### config.mk
export PLATFORM = sky130hd
export DESIGN_NAME = commu_rx_inf
export DESIGN_NICKNAME = d
export VERILOG_FILES = /design/src/rtl/commu_rx_inf.sv
export SDC_FILE = /design/constraint.sdc
export NUM_CORES = 1
export LEC_CHECK = 0
export CAP_MARGIN = 20
export CORE_UTILIZATION = 25
export CTS_CLUSTER_DIAMETER = 200
export DETAILED_ROUTE_END_ITERATION = 10
export MAX_ROUTING_LAYER = met4
export PLACE_DENSITY_LB_ADDON = 0.08
export REMOVE_ABC_BUFFERS = 1
export SLEW_MARGIN = 10
export SYNTH_ARGS = -nofsm -noshare
export SYNTH_HDL_FRONTEND = slang
export SYNTH_SLANG_ARGS = --single-unit
### constraint.sdc
create_clock -name clk_sys -period 7.12 [get_ports clk_sys]
set_clock_uncertainty 0.05 [all_clocks]
set_input_delay 0.712 -clock clk_sys [delete_from_list [all_inputs] [get_ports clk_sys]]
set_output_delay 0.712 -clock clk_sys [all_outputs]
set_load 0.005 [all_outputs]
### src/rtl/commu_rx_inf.sv
// rtl/commu_rx_inf.sv - commu link serial receiver: start/16 data MSB-first/stop framing to 16-bit words
module commu_rx_inf (
    input  logic        clk_sys,
    input  logic        rst_n,
    input  logic        rx,
    input  logic [19:0] tbit_period,
    output logic [15:0] data_rx,
    output logic        done_rx,
    output logic        err_rx
);

    typedef enum logic [1:0] {
        S_IDLE  = 2'd0,
        S_START = 2'd1,
        S_DATA  = 2'd2,
        S_STOP  = 2'd3
    } state_t;

    state_t      state_q, state_d;
    logic        sync1_q, sync1_d;
    logic        rx_s_q, rx_s_d;
    logic        rx_d_q, rx_d_d;
    logic [19:0] tbit_lat_q, tbit_lat_d;
    logic [19:0] cnt_q, cnt_d;
    logic [3:0]  nbit_q, nbit_d;
    logic [15:0] sh_q, sh_d;
    logic [15:0] data_rx_q, data_rx_d;
    logic        done_q, done_d;
    logic        err_q, err_d;

    logic        fall;
    logic [19:0] half_m1;
    logic [19:0] full_m1;

    assign fall    = rx_d_q & ~rx_s_q;
    assign half_m1 = (tbit_lat_q >> 1) - 20'd1;
    assign full_m1 = tbit_lat_q - 20'd1;

    always_comb begin
        sync1_d    = rx;
        rx_s_d     = sync1_q;
        rx_d_d     = rx_s_q;
        state_d    = state_q;
        tbit_lat_d = tbit_lat_q;
        cnt_d      = (state_q == S_IDLE) ? 20'd0 : cnt_q + 20'd1;
        nbit_d     = nbit_q;
        sh_d       = sh_q;
        data_rx_d  = data_rx_q;
        done_d     = 1'b0;
        err_d      = 1'b0;

        case (state_q)
            S_IDLE: begin
                if (fall) begin
                    tbit_lat_d = tbit_period;
                    state_d    = S_START;
                    cnt_d      = 20'd0;
                end
            end
            S_START: begin
                // A start bit that is high again at its centre is treated as noise.
                if (cnt_q == half_m1) begin
                    cnt_d   = 20'd0;
                    nbit_d  = 4'd0;
                    state_d = rx_s_q ? S_IDLE : S_DATA;
                end
            end
            S_DATA: begin
                if (cnt_q == full_m1) begin
                    cnt_d = 20'd0;
                    sh_d  = {sh_q[14:0], rx_s_q};
                    if (nbit_q == 4'd15) begin
                        state_d = S_STOP;
                    end else begin
                        nbit_d = nbit_q + 4'd1;
                    end
                end
            end
            S_STOP: begin
                if (cnt_q == full_m1) begin
                    cnt_d   = 20'd0;
                    state_d = S_IDLE;
                    if (rx_s_q) begin
                        data_rx_d = sh_q;
                        done_d    = 1'b1;
                    end else begin
                        err_d = 1'b1;
                    end
                end
            end
            default: begin
                state_d = S_IDLE;
                cnt_d   = 20'd0;
            end
        endcase
    end

    always_ff @(posedge clk_sys or negedge rst_n) begin
        if (!rst_n) begin
            sync1_q    <= 1'b1;
            rx_s_q     <= 1'b1;
            rx_d_q     <= 1'b1;
            state_q    <= S_IDLE;
            tbit_lat_q <= 20'd0;
            cnt_q      <= 20'd0;
            nbit_q     <= 4'd0;
            sh_q       <= 16'h0000;
            data_rx_q  <= 16'h0000;
            done_q     <= 1'b0;
            err_q      <= 1'b0;
        end else begin
            sync1_q    <= sync1_d;
            rx_s_q     <= rx_s_d;
            rx_d_q     <= rx_d_d;
            state_q    <= state_d;
            tbit_lat_q <= tbit_lat_d;
            cnt_q      <= cnt_d;
            nbit_q     <= nbit_d;
            sh_q       <= sh_d;
            data_rx_q  <= data_rx_d;
            done_q     <= done_d;
            err_q      <= err_d;
        end
    end

    assign data_rx = data_rx_q;
    assign done_rx = done_q;
    assign err_rx  = err_q;

endmodule

==> out/qor.tcl <==
set qor(status) {finished, final reports clean}
set qor(placed_cells) 735
set qor(slowest_stage) {nor4b_1}
set qor(number_of_inserted_diodes) 0
set qor(rr_startpoint) {tbit_lat_q[2]$_DFFE_PN0P_}
set qor(dp.final_hpwl_mm) 9.33
set qor(drv_slew) 0
set qor(layout_commonest_cell) {dfrtp_1}
set qor(final.min_clock_period_ns) 4.09
set qor(most_used_cells_in_the_layout_excluding_fill_and_tap_cells) {dfrtp_1 (80), nor2_1 (49), mux2_2 (47)}
set qor(wire_length_of_the_first_global_routing_pass_mm) 20.5
set qor(die_x_um) 141
set qor(worst_setup_path_start_kind) {register}
set qor(number_of_synthesized_flops_with_an_enable_pin) 0
set qor(grt_start_max_net_pins) 44
set qor(req_time_crit_path_ns) 7.31
set qor(synth.yosys.warnings) 0
set qor(clkSinkCount) 83
set qor(register_area_um2) 2080
set qor(critPathLaunch) {tbit_lat_q[2]$_DFFE_PN0P_}
set qor(cts_resized) 0
set qor(synth.avg_cell_area_um2) 10.0
set qor(total_negative_slack_for_setup_checks_ns) 0
set qor(global_route.usage.total_pct) 14.2
set qor(floorplan.io_pins) 41
set qor(final.period_utilization_pct) 57.5
set qor(cpPeakStageDelay_ns) 0.77
set qor(dieArea_um2) 19800
set qor(finish.net_count) 539
set qor(synth_async_sr_flop_share_pct) 100
set qor(final_number_of_setup_violating_endpoints) 0
set qor(placement.io_buffers) 40
set qor(area_grow_syn2layout_pct) 19.1
set qor(worstPathCellList) {inv_1 -> ha_1 -> nor4b_1 -> and3_1 -> nand4b_1 -> a211oi_1 -> o21ai_0 -> nor4_4 -> nand4_4 -> mux2_4}
set qor(worstMarginPinSlew_ns) 0.984
set qor(powerDensity_nw_per_um2) 335
set qor(ctsLongestPathBuffers) 2
set qor(synthesis.instances) 480
set qor(cts.reportedPaths.clkPinSlew_ns) 0.07
set qor(postCtsSetupRepairBufs) 0
set qor(effective_utilization_at_floorplan_pct) 25.7
set qor(synthFlopType) {dfrtp_1}
set qor(timing.critical_path.to_type) {register}
set qor(clkLatencyLatePin_ns) 0.36
set qor(postRouteWirelength_mm) 12.8
set qor(cts-buffers-inserted) 9
set qor(die_h_um) 141
set qor(count_of_filler_cells_inserted_in_the_layout) 1968
set qor(timing.final.hold_violations) 0
set qor(grt_pass1_vias) 3607
set qor(clock_tree_from_tritoncts) {built}
set qor(finalWeightedCongestion) 0.834
set qor(vdd_ir_drop_max_v) 0.000123
set qor(cts.htree.levels) 3
set qor(syn_area_um2) 4810
set qor(detail_route.iter0.violations) 206
set qor(grt_overflow) 0
set qor(p_leak_uw) 0.00244
set qor(kind_of_critical_path) {reg -> reg}
set qor(vias_per_cell) 4.76
set qor(clock_tree.root_cell) {clkbuf_16}
set qor(timing.critical_path.fanout_max) 16
set qor(worstHoldPathType) {in -> async}
set qor(worst_ep_arrival_ns) 4.28
set qor(finish.cell_count_without_fillers) 751
set qor(fraction_of_layout_cells_with_a_size_suffix_above_1_pct) 16.8
set qor(first_pass_iters) 4
set qor(fmax_mhz) 244
set qor(max-cap-violations) 0
set qor(routed-via-count) 3577
set qor(synth_cell_types) 60
set qor(drt_drc) 0
set qor(slew-limit-headroom_pct) 33.8
set qor(synth-seq-cells) 83
set qor(multi_input_area_um2) 2590
set qor(cts.hold.buffers_added) 0
set qor(synth.yosys.seq_area_share_pct) 43.2
set qor(core_region_area_um2) 18800
set qor(num_rows) 50
set qor(grt_setup_unrepaired) {false}
set qor(drtAntennaViolNets) 0
set qor(wl_per_cell_um) 17.0
set qor(antenna_found_initial) 0
## power by group
group	leakage, uW	total, uW	internal, uW	switching, uW
Clock	0.000138	471	246	225
Combinational	0.00120	717	311	406
Sequential	0.00110	732	545	187
Total	0.00244	1920	1100	818
## synthesized netlist by cell type, types with 5 or more instances
cell type / number / area, um^2
nor4_1: 8 / 50.1
clkbuf_1: 18 / 67.6
and3_1: 9 / 56.3
xor2_1: 37 / 324
nor2b_1: 7 / 43.8
xnor2_1: 28 / 245
nor2_1: 49 / 184
mux2_2: 47 / 529
dfrtp_1: 80 / 2000
nand4_1: 7 / 43.8
nor3_1: 18 / 90.1
nand3_1: 26 / 130
nand2_1: 31 / 116
a211oi_1: 5 / 37.5
a31oi_1: 5 / 31.3
inv_1: 10 / 37.5
o21ai_0: 13 / 65.1
a21oi_1: 8 / 40.0
## registers in the layout, summed over array words and instances, names as in the netlist, named ones only
name and flops:
sh_q 16, rx_s_d 1, data_rx 16, err_rx 1
cnt_q 20, tbit_lat_q 20, rx_d_d 1, state_q 1
rx_d_q 1, nbit_q 4, done_rx 1
## per-layer routing
layer / track usage, % / vias up / wire (um)
met5: - / - / 0
met3: 2.72 / 12 / 381
li1: - / 1759 / -
met4: 5.43 / 0 / 199
met1: 19.1 / 1752 / 6550
met2: 20.9 / 54 / 5650
## area by class of cell
cell class / instances / share of cell area, %
Multi-Input combinational cell: 362 / 45.1
Sequential cell: 83 / 36.3
Timing Repair Buffer: 46 / 7.72
Tap cell: 234 / 5.11
Clock buffer: 9 / 3.93
Clock inverter: 7 / 1.20
Inverter: 10 / 0.655
## cells by family (layout without fill, tap and decap cells)
group,Yosys count,count (layout),share of synthesized area [%]
DFF,83,83,43.2
AOI/OAI and AO/OA,52,52,7.15
adders and majority gates,4,4,1.04
muxes,52,52,12.3
and+or+nand+nor,189,189,21.2
buffers and inverters,35,72,3.20
xor gates and xnor gates,65,65,11.8
## path summary, 6_finish.rpt
path                                                to  slack [ns]  cells past startpoint
max in group asynchronous             rx_d_q$_DFF_PN1_        5.74                      2
worst min-delay path                cnt_q[2]$_DFF_PN0_        0.30                      1
min in group clk_sys                  rx_d_d$_DFF_PN1_        0.31                      0
worst max register to register  data_rx[4]$_DFFE_PN0P_        3.03                     10
worst min register to register        rx_d_d$_DFF_PN1_        0.31                      0
worst max-delay path            data_rx[4]$_DFFE_PN0P_        3.03                     10
## through the flow
step | cell area, um^2 | total power (uW) | worst slack (ns) | utilization (%) | hold slack (ns)
3_5_place_dp | 5440 | 1460 | 3.02 | 29.0 | 0.297
2_1_floorplan | 4700 | 1200 | 3.65 | - | 0.295
6_report | 5730 | 1920 | 3.03 | 30.6 | 0.297
4_1_cts | 5730 | 1950 | 2.99 | 30.6 | 0.307
3_3_place_gp | 5440 | 1460 | 3.06 | 29.0 | 0.299
5_1_grt | 5730 | 2050 | 2.61 | 30.6 | 0.309
## worst max-delay path: cells and delay by family, from the launching register on
kind,cells,cell delay (ns)
simple gates,5,2.08
flops,1,0.48
mux,1,0.41
fa+ha+maj,1,0.30
compound gates,2,0.52
buf+inv,1,0.12
(Power assumes the default switching activity.)
